**src/rtl/multicycle_cu.sv**
```systemverilog
// Multi-cycle MIPS control unit. A Moore FSM steps each instruction through
// FETCH/DECODE/EXEC/MEM/WB and drives the shared-memory datapath's muxes and
// write enables. Memory accesses wait on mem_ready and fault once TIMEOUT cycles
// pass without it. Illegal opcodes also fault. The FAULT state is absorbing
// until reset.
//
// Ports:
//   clk, rst_n        clock, asynchronous active-low reset
//   op, func          IR fields, sampled only in DECODE
//   zero              ALU zero flag, used only in BRANCH
//   mem_ready         memory access completes this cycle
//   ir_write .. pc_to_reg, alu_src_a/b, reg_dst, pc_src, alu_control
//                     datapath enables and selects
//   retire            1-cycle pulse when an instruction completes
//   retired_cnt       count of retired instructions, wraps to 0
//   fault             sticky fault flag
//   fault_code        01 illegal instruction, 10 memory timeout
module multicycle_cu #(
  parameter int unsigned ALUCTRL_W = 5,
  parameter int unsigned TIMEOUT   = 15,
  parameter int unsigned TO_W      = 4,
  parameter int unsigned RET_W     = 32
) (
  input  logic                 clk,
  input  logic                 rst_n,
  input  logic [5:0]           op,
  input  logic [5:0]           func,
  input  logic                 zero,
  input  logic                 mem_ready,
  output logic                 ir_write,
  output logic                 pc_write,
  output logic                 iord,
  output logic                 mem_read,
  output logic                 mem_write,
  output logic                 reg_write,
  output logic                 mem_to_reg,
  output logic                 extend,
  output logic                 pc_to_reg,
  output logic [1:0]           alu_src_a,
  output logic [1:0]           alu_src_b,
  output logic [1:0]           reg_dst,
  output logic [1:0]           pc_src,
  output logic [ALUCTRL_W-1:0] alu_control,
  output logic                 retire,
  output logic [RET_W-1:0]     retired_cnt,
  output logic                 fault,
  output logic [1:0]           fault_code
);

  typedef enum logic [3:0] {
    StFetch, StDecode, StExecR, StWbR, StExecI, StWbI, StMemAddr,
    StMemRd, StWbMem, StMemWr, StBranch, StJump, StJr, StFault
  } state_e;

  localparam logic [5:0] OpR    = 6'b000000;
  localparam logic [5:0] OpJ    = 6'b000010;
  localparam logic [5:0] OpJal  = 6'b000011;
  localparam logic [5:0] OpBeq  = 6'b000100;
  localparam logic [5:0] OpBne  = 6'b000101;
  localparam logic [5:0] OpAddi = 6'b001000;
  localparam logic [5:0] OpSlti = 6'b001010;
  localparam logic [5:0] OpLw   = 6'b100011;
  localparam logic [5:0] OpSw   = 6'b101011;
  localparam logic [5:0] FnJr   = 6'b001000;

  localparam logic [4:0] AluAdd  = 5'b00000;
  localparam logic [4:0] AluBeq  = 5'b01101;
  localparam logic [4:0] AluBne  = 5'b01110;
  localparam logic [4:0] AluNone = 5'b11111;

  localparam logic [1:0] FcIllegal = 2'b01;
  localparam logic [1:0] FcTimeout = 2'b10;

  // ALU code for an R-type ALU/shift func; AluNone marks "not an R-ALU op".
  function automatic logic [4:0] r_alu(input logic [5:0] f);
    case (f)
      6'b100000: r_alu = 5'b00000;
      6'b100001: r_alu = 5'b00001;
      6'b100010: r_alu = 5'b00010;
      6'b100011: r_alu = 5'b00011;
      6'b100100: r_alu = 5'b00100;
      6'b100101: r_alu = 5'b00101;
      6'b100110: r_alu = 5'b00110;
      6'b100111: r_alu = 5'b00111;
      6'b101010: r_alu = 5'b01000;
      6'b101011: r_alu = 5'b01001;
      6'b000000, 6'b000100: r_alu = 5'b01010;
      6'b000010, 6'b000110: r_alu = 5'b01011;
      6'b000011, 6'b000111: r_alu = 5'b01100;
      default:   r_alu = AluNone;
    endcase
  endfunction

  // ALU code for an immediate ALU opcode; AluNone marks "not an I-ALU op".
  function automatic logic [4:0] i_alu(input logic [5:0] o);
    case (o)
      6'b001000: i_alu = 5'b00000;
      6'b001001: i_alu = 5'b00001;
      6'b001010: i_alu = 5'b01111;
      6'b001011: i_alu = 5'b01001;
      6'b001100: i_alu = 5'b00100;
      6'b001101: i_alu = 5'b00101;
      6'b001110: i_alu = 5'b00110;
      6'b001111: i_alu = 5'b10000;
      default:   i_alu = AluNone;
    endcase
  endfunction

  state_e           state_q, state_d;
  logic [5:0]       op_q, op_d, func_q, func_d;
  logic [TO_W-1:0]  cnt_q, cnt_d;
  logic [RET_W-1:0] ret_q;
  logic [1:0]       fcode_q, fcode_d;
  logic [4:0]       alu;
  logic             waiting;
  logic             is_shamt;

  // Constant-shamt shifts take operand A from the shamt field, not rs.
  assign is_shamt = (func_q == 6'b000000) || (func_q == 6'b000010) || (func_q == 6'b000011);

  always_comb begin
    state_d     = state_q;
    op_d        = op_q;
    func_d      = func_q;
    cnt_d       = '0;
    fcode_d     = fcode_q;
    waiting     = 1'b0;
    ir_write    = 1'b0;
    pc_write    = 1'b0;
    iord        = 1'b0;
    mem_read    = 1'b0;
    mem_write   = 1'b0;
    reg_write   = 1'b0;
    mem_to_reg  = 1'b0;
    extend      = 1'b0;
    pc_to_reg   = 1'b0;
    alu_src_a   = 2'b00;
    alu_src_b   = 2'b00;
    reg_dst     = 2'b00;
    pc_src      = 2'b00;
    retire      = 1'b0;
    alu         = AluNone;
    case (state_q)
      StFetch: begin
        waiting   = 1'b1;
        mem_read  = 1'b1;
        ir_write  = 1'b1;
        alu_src_b = 2'b01;
        alu       = AluAdd;
        pc_write  = mem_ready;
        if (mem_ready) state_d = StDecode;
      end
      StDecode: begin
        op_d      = op;
        func_d    = func;
        alu_src_b = 2'b11;
        alu       = AluAdd;
        if (op == OpR) begin
          if (func == FnJr) begin
            state_d = StJr;
          end else if (r_alu(func) != AluNone) begin
            state_d = StExecR;
          end else begin
            state_d = StFault;
            fcode_d = FcIllegal;
          end
        end else if (i_alu(op) != AluNone) begin
          state_d = StExecI;
        end else begin
          case (op)
            OpLw, OpSw:   state_d = StMemAddr;
            OpBeq, OpBne: state_d = StBranch;
            OpJ, OpJal:   state_d = StJump;
            default: begin
              state_d = StFault;
              fcode_d = FcIllegal;
            end
          endcase
        end
      end
      StExecR: begin
        alu       = r_alu(func_q);
        alu_src_a = is_shamt ? 2'b10 : 2'b01;
        state_d   = StWbR;
      end
      StWbR: begin
        reg_dst   = 2'b01;
        reg_write = 1'b1;
        retire    = 1'b1;
        state_d   = StFetch;
      end
      StExecI: begin
        alu       = i_alu(op_q);
        alu_src_a = 2'b01;
        alu_src_b = 2'b10;
        extend    = (op_q == OpAddi) || (op_q == OpSlti);
        state_d   = StWbI;
      end
      StWbI: begin
        reg_write = 1'b1;
        retire    = 1'b1;
        state_d   = StFetch;
      end
      StMemAddr: begin
        alu       = AluAdd;
        alu_src_a = 2'b01;
        alu_src_b = 2'b10;
        extend    = 1'b1;
        state_d   = (op_q == OpLw) ? StMemRd : StMemWr;
      end
      StMemRd: begin
        waiting  = 1'b1;
        iord     = 1'b1;
        mem_read = 1'b1;
        if (mem_ready) state_d = StWbMem;
      end
      StWbMem: begin
        mem_to_reg = 1'b1;
        reg_write  = 1'b1;
        retire     = 1'b1;
        state_d    = StFetch;
      end
      StMemWr: begin
        waiting   = 1'b1;
        iord      = 1'b1;
        mem_write = 1'b1;
        retire    = mem_ready;
        if (mem_ready) state_d = StFetch;
      end
      StBranch: begin
        // The ALU raises zero when the branch condition holds for both beq and bne.
        alu       = (op_q == OpBne) ? AluBne : AluBeq;
        alu_src_a = 2'b01;
        extend    = 1'b1;
        pc_src    = 2'b01;
        pc_write  = zero;
        retire    = 1'b1;
        state_d   = StFetch;
      end
      StJump: begin
        pc_src   = 2'b10;
        pc_write = 1'b1;
        retire   = 1'b1;
        if (op_q == OpJal) begin
          reg_write = 1'b1;
          pc_to_reg = 1'b1;
          reg_dst   = 2'b10;
        end
        state_d = StFetch;
      end
      StJr: begin
        pc_src   = 2'b11;
        pc_write = 1'b1;
        retire   = 1'b1;
        state_d  = StFetch;
      end
      StFault: ;
      default: state_d = StFetch;
    endcase
    // A not-ready cycle that would bring the wait count to TIMEOUT faults instead.
    if (waiting && !mem_ready) begin
      if (cnt_q == TO_W'(TIMEOUT - 1)) begin
        state_d = StFault;
        fcode_d = FcTimeout;
      end else begin
        cnt_d = cnt_q + TO_W'(1);
      end
    end
  end

  always_ff @(posedge clk or negedge rst_n) begin
    if (!rst_n) begin
      state_q <= StFetch;
      op_q    <= '0;
      func_q  <= '0;
      cnt_q   <= '0;
      ret_q   <= '0;
      fcode_q <= '0;
    end else begin
      state_q <= state_d;
      op_q    <= op_d;
      func_q  <= func_d;
      cnt_q   <= cnt_d;
      fcode_q <= fcode_d;
      if (retire) ret_q <= ret_q + RET_W'(1);
    end
  end

  assign alu_control = ALUCTRL_W'(alu);
  assign retired_cnt = ret_q;
  assign fault       = (state_q == StFault);
  assign fault_code  = fcode_q;

endmodule

```
**config.mk**
```make
export PLATFORM = sky130hd
export DESIGN_NAME = multicycle_cu
export DESIGN_NICKNAME = d
export VERILOG_FILES = /design/src/rtl/multicycle_cu.sv
export SDC_FILE = /design/constraint.sdc
export NUM_CORES = 1
export LEC_CHECK = 0
export ABC_CLOCK_PERIOD_IN_PS = 2170
export CAP_MARGIN = 10
export CORE_MARGIN = 2
export CORE_UTILIZATION = 53
export CTS_BUF_LIST = sky130_fd_sc_hd__clkbuf_8
export DETAILED_ROUTE_END_ITERATION = 10
export PLACE_DENSITY = 0.83
export SLEW_MARGIN = 15
export SYNTH_ARGS = -nofsm -noshare
export SYNTH_HDL_FRONTEND = slang
export SYNTH_SLANG_ARGS = --single-unit
```
**constraint.sdc**
```tcl
create_clock -name clk -period 2.17 [get_ports clk]
set_input_delay 0.5425 -clock clk [delete_from_list [all_inputs] [get_ports clk]]
set_output_delay 0.5425 -clock clk [all_outputs]
set_load 0.02 [all_outputs]
```
==> results.yml, run 1 <==
sta:
  fin_crit_ns: 2.517
  fin_ws_ns: -0.3472
  clock.fmax_mhz: 397.3
  hold_viol_final: 0
  worst_pin_slew_ns: 0.5275
  min_period_over_period: 1.160
  setup_viol: 33
  finalMaxSlewViolations: 0
  finalClockSkew_ns: 0.004848
  setup_tns_ns: -4.671
  slew_headroom: 0.6473
  rsz0062_at_grt: "yes"
route:
  drt_iter0_drc: 402
  via_per_inst: 6.491
  wl_per_cell_um: 22.76
  drc: 0
  finalWirelength_um: 14090
  dr.pass1.iters: 5
  ant_nets: 0
  vias: 4018
clock_network:
  cts_hold_buf: 0
  worstSkewPairLatency_ns: 0.31
  clockRootBuffer: "clkbuf_8"
  clkSlewWorstSetupHoldPaths_ns: 0.10
  cts_buffers: 5
  clk_path_buf_depth: 2
  cts_tree: "built"
  clock-sinks: 54
  htree_levels: 2
worst_setup_path:
  critPathRequiredTime_ns: 1.63
  startpoint_type: "register"
  path_class: "reg2out"
  endpoint_kind: "primary output"
  arrival_ns: 1.97
  cp_max_fo: 4
yosys:
  synth.distinct_cells: 54
  async_flop_share: 1.000
  synth_top_area_frac: 0.3927
  synth_edf_count: 0
  yosysMostFrequentCell: "dfrtp_1"
  synth_ff_type: "dfrtp_1"
  yosysSeqAreaShare: 0.3927
  syn_avg_cell_area_sq_um: 9.151
  synth_nets: 403
  synthCells: 376
  synth_area_sq_um: 3441
  yosysWarningCount: 0
  synth_area_leader_cell: "dfrtp_1"
  synth_area_leaders: "dfrtp_1 39%, xnor2_1 5.1%, xor2_1 4.1%"
  synthTopCellsByCount: "54 x dfrtp_1, 35 x nor2_1, 31 x nand2_1"
  ys_ff_latch: 54
grt:
  grt_pass1_wl_um: 17200
  overflow: 0
  grt_max_degree: 55
  grtUsageTotal: 0.2949
  grt_busiest_layer: "met2"
  grt_util_met1: 0.3559
  gr-usage-met3: 0.04720
  antenna_found_initial: 0
  grt_pass1_vias: 3535
  use_met2: 0.5183
floorplanning:
  core_sq_um: 6314
  die_h_um: 84.58
  ios: 74
  die_w_um: 84.58
  start_util: 0.5450
  fp.dieArea_sq_um: 7153
  rows: 29
status:
  violations: "negative setup slack"
  status: "finished, violations left"
layout:
  fillers: 251
  final_cell_count_no_fill: 619
  syn_to_final_growth_pct: 65.05
  diodes: 0
  final_layout_size_suffix_gt1_frac: 0.4151
  seqCellArea_sq_um: 1356
  multi_input_area_sq_um: 2415
  fin_nets: 568
placed_design:
  dp_cells: 575
  routabilityCongestion: 0.8896
  port_buffers: 73
  hpwlAfterDp_um: 6681
worst_hold_path:
  min_path_type: "in2async"
power_and_ir_drop:
  p_leak_nw: 2.523
  power_density_nw_per_um2: 1326
  ir_worst_vdd_v: 0.001048
flow_run:
  cap_violations: 0
-- sequential cells by signal (all words and copies together) (netlist names) --
| name | count |
|---|---|
| cnt_q | 4 |
| fault_code | 2 |
| func_q | 6 |
| op_q | 6 |
| retired_cnt | 32 |
| state_q | 4 |
-- path summary, 6_finish.rpt --
path,startpoint,endpoint,slack (ns),cells after the start
worst max-delay path,func_q[1],alu_control[4],-0.35,9
worst min-delay path,rst_n,retired_cnt[30],0.21,2
worst max register to register,state_q[3],retired_cnt[15],-0.17,11
worst min register to register,retired_cnt[31],retired_cnt[31],0.47,1
max in group asynchronous,rst_n,state_q[2],1.70,2
min in group clk,retired_cnt[31],retired_cnt[31],0.47,1
-- cell type report --
cell class / count / share of cell area
multi-input cells: 293 / 0.4252
repair buffers: 177 / 0.2873
flip-flops and latches: 54 / 0.2388
well taps: 77 / 0.01696
clock buffers: 6 / 0.01454
clock inverters: 2 / 0.01058
inverters: 10 / 0.006609
-- power by group --
part	switching [mW]	leakage [nW]	internal, mW	total, mW
clock network	0.344	0.0714	0.492	0.837
registers	0.336	0.698	1.22	1.56
logic	2.66	1.75	2.47	5.13
total	3.34	2.52	4.19	7.53
-- worst max-delay path, stage by stage, from the launching register on --
cell and delay, ns:
dfrtp_1 0.44, inv_2 0.13, buf_6 0.12, ha_4 0.11, nor2b_4 0.14, o21ai_2 0.07, a21oi_1 0.19, nor2_1 0.11
a21oi_2 0.21, buf_6 0.14
-- what timing repair did --
| item | 4_1_cts | 5_1_grt |
|---|---|---|
| endpoints found under the setup margin | 28 | 47 |
| hold endpoints to repair | 0 | 0 |
| gates cloned | 0 | 3 |
| pin swaps | 22 | 35 |
| setup buffers | 23 | 15 |
| resized for setup | 174 | 87 |
-- stage by stage --
| step | area [sq um] | hold WS [ns] | power, mW | utilization | worst slack, ns |
|---|---|---|---|---|---|
| finish | 5679 | 0.2085 | 7.528 | 0.8995 | -0.3472 |
| global route | 5679 | 0.2508 | 7.727 | 0.8995 | -0.3653 |
| CTS | 5213 | 0.2295 | 6.163 | 0.8256 | -0.1993 |
| detailed placement | 4736 | 0.4660 | 4.766 | 0.7501 | -0.4327 |
| global placement | 4736 | 0.4592 | 4.669 | 0.7501 | -0.4432 |
| floorplan | 3478 | 0.2469 | 3.238 | - | -0.1154 |
-- placed cells by master (no fill, tap or decap), types with 14 or more instances in the layout --
| cell type | n |
|---|---|
| buf_6 | 30 |
| buf_4 | 87 |
| dfrtp_1 | 50 |
| clkdlybuf4s50_1 | 48 |
| nand3_1 | 17 |
| nor2_1 | 28 |
| nand2_1 | 27 |
| xnor2_1 | 19 |
| xor2_1 | 16 |
| a21oi_1 | 14 |
-- layer usage --
metal  vias up  share of wire
met3        99          0.089
met1      1931           0.36
met5         -              0
met2       317           0.48
met4         0          0.065
li1       1671              -
-- logic make-up after synthesis --
| logic type | synth area share |
|---|---|
| xor gates and xnor gates | 0.09164 |
| buffers and inverters | 0.03709 |
| adders and majority gates | 0.04291 |
| DFF | 0.3927 |
| AOI/OAI and AO/OA | 0.1298 |
| muxes | 0.03564 |
| and+or+nand+nor | 0.2702 |
Power figures use the tool's default switching activity.
==> run 2, diff against run 1 <==
--- a/config.mk
+++ b/config.mk
@@ -7,11 +7,13 @@
 export LEC_CHECK = 0
 export ABC_CLOCK_PERIOD_IN_PS = 2170
 export CAP_MARGIN = 10
-export CORE_MARGIN = 2
+export CORE_MARGIN = 4
 export CORE_UTILIZATION = 53
 export CTS_BUF_LIST = sky130_fd_sc_hd__clkbuf_8
+export CTS_CLUSTER_SIZE = 16
 export DETAILED_ROUTE_END_ITERATION = 10
 export PLACE_DENSITY = 0.83
+export SKIP_CTS_REPAIR_TIMING = 1
 export SLEW_MARGIN = 15
 export SYNTH_ARGS = -nofsm -noshare
 export SYNTH_HDL_FRONTEND = slang
==> run 2 against run 1 <==
Effect of this change:
- the run still ends with negative setup slack left
- utilization down 5.2 points
- sequential cell count unchanged
- register-to-register slack better by 0.12 ns
- critical path depth down 1
- combinational power down 14%
- wire length down 15%
- critical endpoint unchanged
==> results.yml, run 2 (synthesized netlist as in run 1, its figures left out) <==
route:
  ant_nets: 0
  drt_iter0_drc: 284
  via_per_inst: 6.117
  met2_length_um: 6034
  finalWirelength_um: 11960
  drc: 0
  dr.pass1.iters: 5
  vias: 3719
  wl_per_cell_um: 19.67
  routedLengthMet1_um: 4505
  wl_met3_um: 876
  highest_layer: "met4"
clock_network:
  clock-sinks: 54
  clockRootBuffer: "clkbuf_8"
  clkSlewWorstSetupHoldPaths_ns: 0.11
  clk_path_buf_depth: 2
  cts_buffers: 5
  htree_levels: 2
  worstSkewPairLatency_ns: 0.32
  cts_tree: "built"
worst_setup_path:
  cp_max_fo: 3
  startpoint_type: "register"
  reg2regPathDepth: 9
  endpoint_kind: "primary output"
  arrival_ns: 1.91
  r2r_slack_ns: -0.05
  r2r-end: "retired_cnt[15]"
  critPathRequiredTime_ns: 1.63
  path_class: "reg2out"
  r2r_start: "state_q[2]"
layout:
  largest_reg_flops: 32
  diodes: 0
  layout_commonest_cell: "buf_4"
  final_layout_size_suffix_gt1_frac: 0.3616
  stdcell_area_sq_um: 5349
  finalCoreUtilization: 0.8472
  syn_to_final_growth_pct: 55.45
  most-common-layout-cells: "73 x buf_4, 53 x dfrtp_1, 48 x clkdlybuf4s50_1"
  fin_nets: 557
sta:
  setup_viol: 21
  finalClockSkew_ns: 0.01637
  fin_ws_ns: -0.2824
  min_period_over_period: 1.130
  setup_tns_ns: -2.546
  rsz0062_at_grt: "yes"
  finalMaxSlewViolations: 0
  whs_ns: 0.1914
  hold_viol_final: 0
  clock.fmax_mhz: 407.8
  fin_crit_ns: 2.452
  slew_headroom: 0.6364
  worst_pin_slew_ns: 0.5454
grt:
  grt_pass1_wl_um: 14890
  grt_max_degree: 26
  grt_pass1_vias: 3149
  antenna_found_initial: 0
  overflow: 0
  grtUsageTotal: 0.2378
floorplanning:
  ios: 74
  core_sq_um: 6314
  start_util: 0.5450
  die_h_um: 88.58
  rows: 29
  fp.dieArea_sq_um: 7846
  die_w_um: 88.58
worst_hold_path:
  min_path_type: "in2async"
placed_design:
  port_buffers: 73
  hpwlAfterDp_um: 7170
  routabilityCongestion: 0.9556
  placed_cell_area_sq_um: 4721
status:
  status: "finished, violations left"
  violations: "negative setup slack"
power_and_ir_drop:
  power_density_nw_per_um2: 1217
  p_leak_nw: 2.417
  ir_worst_vdd_v: 0.0007662
flow_run:
  cap_violations: 0
-- run 2: final cells by class --
cell class                      instances  area, sq um
Fill cell                             328        964.7
Timing Repair Buffer                  166         1530
Inverter                               10        37.54
Clock inverter                          2        12.51
Tap cell                               77        96.34
Multi-Input combinational cell        293         2237
Clock buffer                            6        82.58
Sequential cell                        54         1353
-- run 2: how the worst max path moves through the flow --
stage	start	to	slack, ns
after global placement	zero	pc_write	-0.44
after global routing	func_q[0]	alu_control[4]	-0.39
after detailed placement	func_q[1]	alu_control[0]	-0.42
after CTS	func_q[1]	alu_control[0]	-0.77
final	func_q[0]	alu_control[4]	-0.28
after floorplan	state_q[3]	reg_write	-0.12
-- run 2: routing by layer --
layer,global-route usage,vias up
met5,0,-
met3,0.03911,49
met4,0.06181,0
met2,0.4235,252
met1,0.2991,1772
li1,-,1646
-- run 2: where the power goes --
part           switching, mW  internal (mW)
registers              0.291           1.22
logic                   2.19           2.20
clock network          0.349          0.257
-- run 2: critical path: stages (launching register included) --
cell	delay (ns)
dfrtp_1	0.42
buf_4	0.17
ha_1	0.22
nor2b_1	0.15
o21ai_1	0.14
a21oi_1	0.08
nor2_1	0.15
a21oi_2	0.10
buf_4	0.17
-- run 2: per-stage QoR --
step / worst slack (ns) / total power, mW / instances
after global routing: -0.3917 / 6.811 / 608
final: -0.2824 / 6.510 / 608
after global placement: -0.4369 / 4.651 / 573
after detailed placement: -0.4226 / 4.763 / 573
after CTS: -0.7705 / 5.377 / 581
after floorplan: -0.1154 / 3.238 / 376
